## src/rtl/sweep_pkg.sv

```systemverilog
`default_nettype none
// ============================================================================
// Module   : sweep_pkg
// Brief    : Shared sweep state encoding and vector-count helper.
// Revision : 1.0  initial release
// ============================================================================
package sweep_pkg;

    typedef enum logic [1:0] {
        IDLE  = 2'd0,
        DRIVE = 2'd1,
        DONE  = 2'd2
    } state_t;

    function automatic int unsigned nvec(input int unsigned n);
        return 32'd1 << n;
    endfunction

endpackage
`default_nettype wire

```

## src/rtl/settle_counter.sv

```systemverilog
`default_nettype none
// ============================================================================
// Module   : settle_counter
// Brief    : Modulo-SETTLE cycle counter with synchronous clear and terminal count.
// Revision : 1.0  initial release
// ============================================================================
module settle_counter #(
    parameter int SETTLE = 2
) (
    input  logic clk,
    input  logic reset_n,
    input  logic i_clr,
    input  logic i_en,
    output logic o_tc
);
    localparam int            CW     = (SETTLE > 1) ? $clog2(SETTLE) : 1;
    localparam logic [CW-1:0] c_last = CW'(SETTLE - 1);

    logic [CW-1:0] r_cnt;

    always_ff @(posedge clk or negedge reset_n) begin
        if (!reset_n) begin
            r_cnt <= '0;
        end else if (i_clr) begin
            r_cnt <= '0;
        end else if (i_en) begin
            if (r_cnt == c_last) begin
                r_cnt <= '0;
            end else begin
                r_cnt <= r_cnt + CW'(1);
            end
        end
    end

    assign o_tc = (r_cnt == c_last);

endmodule
`default_nettype wire

```

## src/rtl/truth_table_sweeper.sv

```systemverilog
`default_nettype none
// ============================================================================
// Module   : truth_table_sweeper
// Brief    : Sweeps all N_IN-bit vectors into a combinational DUT, captures its
//            truth table and compares it to a golden table.
//            Optional first-mismatch log: define MISMATCH_LOG_EN.
// Revision : 1.0  initial release
// ============================================================================
module truth_table_sweeper
    import sweep_pkg::*;
#(
    parameter int N_IN   = 3,
    parameter int SETTLE = 2
) (
    input  logic                     clk,
    input  logic                     reset_n,
    input  logic                     start,
    input  logic [nvec(N_IN)-1:0]    expected,
    output logic [N_IN-1:0]          dut_in,
    input  logic                     dut_out,
    output logic                     busy,
    output logic                     done,
    output logic                     pass,
    output logic [nvec(N_IN)-1:0]    table_out
`ifdef MISMATCH_LOG_EN
    ,
    output logic [N_IN-1:0]          first_bad,
    output logic                     bad_valid
`endif
);
    localparam int unsigned     NVEC       = nvec(N_IN);
    localparam logic [N_IN-1:0] c_vec_last = N_IN'(NVEC - 1);

    state_t            r_state;
    state_t            w_state_nxt;
    logic [N_IN-1:0]   r_vec;
    logic [NVEC-1:0]   r_table;
    logic [NVEC-1:0]   r_exp;
    logic [NVEC-1:0]   w_table_nxt;
    logic              r_busy;
    logic              r_done;
    logic              r_pass;
    logic              w_tc;
    logic              w_start_acc;
    logic              w_sample;
    logic              w_last;

    assign w_start_acc = start && ((r_state == IDLE) || (r_state == DONE));
    assign w_sample    = (r_state == DRIVE) && w_tc;
    assign w_last      = w_sample && (r_vec == c_vec_last);

    settle_counter #(
        .SETTLE (SETTLE)
    ) u_settle (
        .clk     (clk),
        .reset_n (reset_n),
        .i_clr   (w_start_acc),
        .i_en    (r_state == DRIVE),
        .o_tc    (w_tc)
    );

    always_ff @(posedge clk or negedge reset_n) begin
        if (!reset_n) begin
            r_state <= IDLE;
        end else begin
            r_state <= w_state_nxt;
        end
    end

    always_comb begin
        w_state_nxt = r_state;
        case (r_state)
            IDLE:    if (start)  w_state_nxt = DRIVE;
            DRIVE:   if (w_last) w_state_nxt = DONE;
            DONE:    if (start)  w_state_nxt = DRIVE;
            default:             w_state_nxt = IDLE;
        endcase
    end

    // Table including the bit being sampled this cycle, so pass sees the final bit.
    always_comb begin
        w_table_nxt        = r_table;
        w_table_nxt[r_vec] = dut_out;
    end

    always_ff @(posedge clk or negedge reset_n) begin
        if (!reset_n) begin
            r_vec   <= '0;
            r_table <= '0;
            r_exp   <= '0;
            r_busy  <= 1'b0;
            r_done  <= 1'b0;
            r_pass  <= 1'b0;
        end else if (w_start_acc) begin
            r_vec   <= '0;
            r_table <= '0;
            r_exp   <= expected;
            r_busy  <= 1'b1;
            r_done  <= 1'b0;
            r_pass  <= 1'b0;
        end else if (w_sample) begin
            r_table <= w_table_nxt;
            if (r_vec == c_vec_last) begin
                r_busy <= 1'b0;
                r_done <= 1'b1;
                r_pass <= (w_table_nxt == r_exp);
            end else begin
                r_vec <= r_vec + N_IN'(1);
            end
        end
    end

`ifdef MISMATCH_LOG_EN
    logic [N_IN-1:0] r_first_bad;
    logic            r_bad_valid;

    always_ff @(posedge clk or negedge reset_n) begin
        if (!reset_n) begin
            r_first_bad <= '0;
            r_bad_valid <= 1'b0;
        end else if (w_start_acc) begin
            r_first_bad <= '0;
            r_bad_valid <= 1'b0;
        end else if (w_sample && !r_bad_valid && (dut_out != r_exp[r_vec])) begin
            r_first_bad <= r_vec;
            r_bad_valid <= 1'b1;
        end
    end

    assign first_bad = r_first_bad;
    assign bad_valid = r_bad_valid;
`endif

    assign dut_in    = r_vec;
    assign busy      = r_busy;
    assign done      = r_done;
    assign pass      = r_pass;
    assign table_out = r_table;

endmodule
`default_nettype wire

```

## config.mk

```make
export PLATFORM = sky130hd
export DESIGN_NAME = truth_table_sweeper
export DESIGN_NICKNAME = d
export VERILOG_FILES = /design/src/rtl/sweep_pkg.sv /design/src/rtl/settle_counter.sv /design/src/rtl/truth_table_sweeper.sv
export SDC_FILE = /design/constraint.sdc
export NUM_CORES = 1
export LEC_CHECK = 0
export ABC_AREA = 1
export CAP_MARGIN = 10
export CORE_UTILIZATION = 35
export DETAILED_ROUTE_END_ITERATION = 8
export HOLD_SLACK_MARGIN = 0.12
export PLACE_DENSITY = 0.6
export SYNTH_ARGS = -nofsm -noshare
export SYNTH_HDL_FRONTEND = slang
export SYNTH_SLANG_ARGS = --single-unit
```

## constraint.sdc

```tcl
create_clock -name clk -period 1.8 [get_ports clk]
set_clock_uncertainty 0.15 [all_clocks]
set_input_delay 0.45 -clock clk [delete_from_list [all_inputs] [get_ports clk]]
set_output_delay 0.45 -clock clk [all_outputs]
set_load 0.005 [all_outputs]
```

# [Yosys cells after proc, flatten, opt, wreduce, memory -nomap -nowiden]
# Index checks and enable logic that the tools add are counted.
[op_classes] order_cmp=2 n_eq_ne=7 n_div=0 addsub=2 n_mul=0 bitwise_logic=0 n_reduce_logical=13 mux=23 shift=0
[ops] operator="$mux 8" count=2
[ops] operator="$mux 1" count=13
[ops] operator="$mux 3" count=3
[ops] operator="$bwmux 8" count=1
[ops] operator="$eq 8x8->1" count=1
[ops] operator="$reduce_and 2->1" count=3
[ops] operator="$reduce_bool 2->1" count=3
[ops] operator="$logic_and 1x1->1" count=4
[ops] operator="$lt 3x4->1 const B" count=1
[ops] operator="$mux 2" count=2
[ops] operator="$ne 2x1->1 const B" count=2
[ops] operator="$pmux 2 s2" count=1
[ops] operator="$add 3x1->3 const B" count=1
[ops] operator="$demux 1 s3" count=1
[ops] operator="$eq 3x3->1 const B" count=1
[ops] operator="$ge 3x1->1 const B" count=1
[ops] operator="$eq 2x1->1 const B" count=1
[ops] operator="$eq 2x2->1 const B" count=1
[ops] operator="$logic_not 2->1" count=1
[ops] operator="$ne 2x2->1 const B" count=1
[ops] operator="$reduce_or 2->1" count=1
[ops] operator="$add 1x1->1 const B" count=1
[ops] operator="$logic_or 1x1->1" count=1
[totals] n_memories=0 input_bits=12 latchBits=0 romBits=0 reg_bits=25 mem_bits_rw=0

# [Longest topological paths before layout]
[depth] word_depth=9 depth_mapped=10 mapped_depth_nobuf=10

# [Cells and area by module]
# From an unflattened synthesis, not the netlist that was laid out.
[hier_totals] hier_cells=176 hier_area_um2=1367.6
[modules_own_cells] mod="truth_table_sweeper" area_each_um2=1323.8 cells_per_inst=170 instances=1 seq_area_each_um2=600.6
[modules_own_cells] mod="settle_counter" area_each_um2=43.8 cells_per_inst=6 instances=1 seq_area_each_um2=25.0

# [Least setup slack after synthesis]
# No wires, ideal clock.
[synth_path] kind="register -> register" from="reg r_vec[0], in the netlist dut_in[0]" to="reg r_pass, in the netlist pass" n_path_buf=0 setup_ps=65 period_less_slack_ps=1606 slack_ps=194 stages_incl_launch_ff=11 arrival_ps=1391 path_cell_list="dfrtp_1 > ha_1 > ha_1 > inv_2 > nor2_4 > nand2_1 > nor2_1 > nand2_1 > nor2_1 > nand2_1 > nand2_1"
[synth_via] elab_chain_cells=9
[synth_lines] item="from (decl)" line_no="truth_table_sweeper.sv:36" text="logic [N_IN-1:0] r_vec;"
[synth_lines] item="from (signal assigned)" line_no="truth_table_sweeper.sv:108" text="r_vec <= r_vec + N_IN'(1);"
[synth_lines] item="$lt 3x4->1 (implied by the code) or $ge 3x1->1 (tied branches)" line_no="truth_table_sweeper.sv:83" text="w_table_nxt[r_vec] = dut_out;"
[synth_lines] item="$logic_and 1x1->1 (implied by the code)" line_no="truth_table_sweeper.sv:83"
[synth_lines] item="$mux 1 (implied by the code)" line_no="truth_table_sweeper.sv:83"
[synth_lines] item="$demux 1 s3" line_no="truth_table_sweeper.sv:83"
[synth_lines] item="$bwmux 8" line_no="truth_table_sweeper.sv:83"
[synth_lines] item="$eq 8x8->1" line_no="truth_table_sweeper.sv:106" text="r_pass <= (w_table_nxt == r_exp);"
[synth_lines] item="$mux 1" line_no="truth_table_sweeper.sv:103" text="if (r_vec == c_vec_last) begin"
[synth_lines] item="$mux 1" line_no="truth_table_sweeper.sv:101" text="end else if (w_sample) begin"
[synth_lines] item="$mux 1" line_no="truth_table_sweeper.sv:94" text="end else if (w_start_acc) begin"
[synth_lines] item="to (signal assigned)" line_no="truth_table_sweeper.sv:106"
[synth_lines] item="to (decl)" line_no="truth_table_sweeper.sv:42" text="logic r_pass;"
# Parallel ways exist; a longest one is shown, timed or not. The select of a mux whose other input is x is not followed.
# A chain may end at the register's enable or synchronous reset.

# [Worst setup path after layout]
[layout_path] from="reg r_vec[0], in the netlist dut_in[0]" to="out dut_in[0]"
[layout_lines] item="to (decl)" line_no="truth_table_sweeper.sv:19" text="output logic [N_IN-1:0] dut_in,"
# No word-level cell between the ends.

==> results.json <==
{
  "areaGrowthSynthToFinish_pct": 35.5,
  "power_density_nw_per_um2": 1550,
  "syn_inst": 179,
  "p_leak_nw": 0.914,
  "seq_area_frac_synth_pct": 45.3,
  "placed_cell_area_um2": 1770,
  "synth_fa_ha_area_share_pct": 1.81,
  "muxShareOfSynthArea_pct": 0,
  "path_buf_inv": 1,
  "r2r_start": "dut_in[1]",
  "avgSynthCellArea_um2": 7.71,
  "port_buffers": 25,
  "grt_first_pass_wirelength_um": 5380,
  "vias_per_cell": 4.79,
  "cp_top_family": "buffers and inverters",
  "synth_area_leaders": "dfrtp_1 (45%), nand2_1 (15%), nand3_1 (8.3%), inv_1 (5.4%), nand4_1 (5.0%)",
  "synth_top_area_share_pct": 45.3,
  "required_ns": 1.20,
  "insertion_delay_ns": 0.27,
  "critPathArrivalTime_ns": 1.16,
  "cts.clk_slew.worst_paths_ns": 0.09,
  "utilization_pct": 50.3,
  "gr-usage-all-layers_pct": 16.8,
  "critPathLaunchType": "flip-flop",
  "fin_area_um2": 1870,
  "multi_input_area_um2": 629,
  "clockBufferDepth": 2,
  "drv_slew": 0,
  "synthSimpleGateAreaFrac_pct": 35.4,
  "synth_top_family_by_area": "simple AND/OR/NAND/NOR gates",
  "synth_largest_area_cell": "dfrtp_1",
  "synth-compound-area-share_pct": 8.16,
  "fillers": 370,
  "synth_flop_cell": "dfrtp_1",
  "drv_cap": 0,
  "min_to": "done",
  "max_freq_mhz": 569,
  "cts_root_buffer": "clkbuf_8",
  "rr_worst_depth": 6,
  "cts.sinks": 25,
  "status": "finished clean",
  "fin_crit_sh_pct": 97.6,
  "nets": 240,
  "netlist_area_um2": 1380,
  "min_from": "done",
  "drive_above_1_share_pct": 18.2,
  "synth_fp_nets": 193,
  "grt_max_degree": 26,
  "rrSetupSlack_ns": 0.15,
  "die_w_um": 64.8,
  "io_pins": 26,
  "chipHeight_um": 64.8,
  "seqCellArea_um2": 627,
  "yosysWarnings": 0,
  "routed_wl_um": 3330,
  "finalHoldViolCount": 0,
  "cp_max_fo": 3,
  "wire_per_inst_um": 12.2,
  "gp_congestion": 0.860,
  "ys_ff_latch": 25,
  "tritoncts": "built",
  "die-area_um2": 4200,
  "mostFrequentLayoutCell": "nand2_1",
  "postRouteAntennaNets": 0,
  "critical_path_class": "reg -> out",
  "cp_slowest_cell": "clkdlybuf4s50_1",
  "p_total_w": 0.00290,
  "vdd_drop_max_mv": 0.815,
  "cts_htree_levels": 1,
  "grt_overflow": 0,
  "hold_depth": 2,
  "tightest_slew_ns": 0.336,
  "drc": 0,
  "postCtsHoldBufs": 0,
  "first_pass_iters": 4,
  "async_reset_ff_share_pct": 100,
  "first_global_vias": 1218,
  "vias": 1307,
  "rows": 22,
  "hold_path_class": "reg -> reg",
  "end_kind": "output port",
  "dp_hpwl_um": 2510,
  "rsz0062_at_grt": "no",
  "yosysUniqueCellTypes": 19,
  "core_area_um2": 3720,
  "num_antenna_cells": 0,
  "cts_buffers": 3,
  "path_cells": "clkdlybuf4s50_1",
  "antenna_found_initial": 0,
  "setup_viol": 0,
  "critical_path.max_stage_delay_ns": 0.51,
  "slew_headroom_pct": 77.4,
  "synth_edf_count": 0,
  "start_util_pct": 37.1,
  "r2r_end": "pass",
  "drtIter0Drc": 54,
  "synthXorXnorAreaFrac_pct": 0,
  "final_cell_mix": "nand2_1 (54), dfrtp_1 (24), clkdlybuf4s50_1 (24), nand3_1 (23), buf_4 (22)",
  "period_needed_ns": 1.76
}
==> how the worst max path moves through the flow <==
stage / cells after the start / startpoint / endpoint
after global placement: 10 / dut_out / pass
after CTS: 1 / table_out[1] / table_out[1]
after floorplan: 10 / dut_in[0] / pass
final: 1 / dut_in[0] / dut_in[0]
after global routing: 1 / dut_in[0] / dut_in[0]
after detailed placement: 10 / dut_out / pass
==> stage by stage <==
step                      TNS, ns  setup slack (ns)  cells  hold slack, ns
after floorplan                 0             0.194    179         0.00441
after global placement     -0.112            -0.103    262           0.309
after detailed placement   -0.177            -0.132    262           0.315
after CTS                       0            0.0159    269           0.343
after global routing            0           0.00333    273           0.367
final                           0            0.0436    273           0.337
==> area by class of cell <==
type                       count  share of cell area [%]
clock buffer                   3                    2.21
clock inverter                 1                   0.268
inverter                      24                    4.82
multi-input combinational    125                    33.6
sequential                    25                    33.5
tap                           48                    3.21
timing repair buffer          47                    22.3
==> registers in the layout, summed over array words and instances (netlist names) <==
register and count:
busy 1, done 1, dut_in 3, pass 1
r_exp 8, r_state 2, table_out 8, u_settle.o_tc 1
==> routing by layer <==
layer / up-vias / part of all wire [%] / GRT usage, %
met1: 585 / 44 / 20.5
met5: - / 0 / 0
met3: 4 / 7.1 / 4.75
met2: 39 / 48 / 29.2
li1: 679 / - / -
met4: 0 / 0.96 / 3.33
==> Yosys cell counts, types with 2 or more instances <==
master / instances
buf_4: 3
nand2_1: 54
ha_1: 2
inv_1: 20
dfrtp_1: 25
nor2_1: 8
inv_2: 4
nand3_1: 23
o22ai_1: 7
nor2_4: 4
nand4_1: 11
o21ai_0: 11
==> logic make-up after synthesis <==
family,Yosys count
flops,25
fa+ha+maj,2
compound gates,20
buf+inv,29
simple gates,103
==> where the power goes <==
group / total, W / switching [W] / internal [W]
Combinational: 0.00165 / 0.000906 / 0.000746
Sequential: 0.000910 / 0.000129 / 0.000780
Clock: 0.000338 / 0.000183 / 0.000155
==> what timing repair did <==
| item | in CTS | in global routing |
|---|---|---|
| gates resized for setup | 1 | 3 |
| endpoints found under the setup margin | 3 | 6 |
| setup buffers | 3 | 4 |
(Power assumes the default switching activity.)
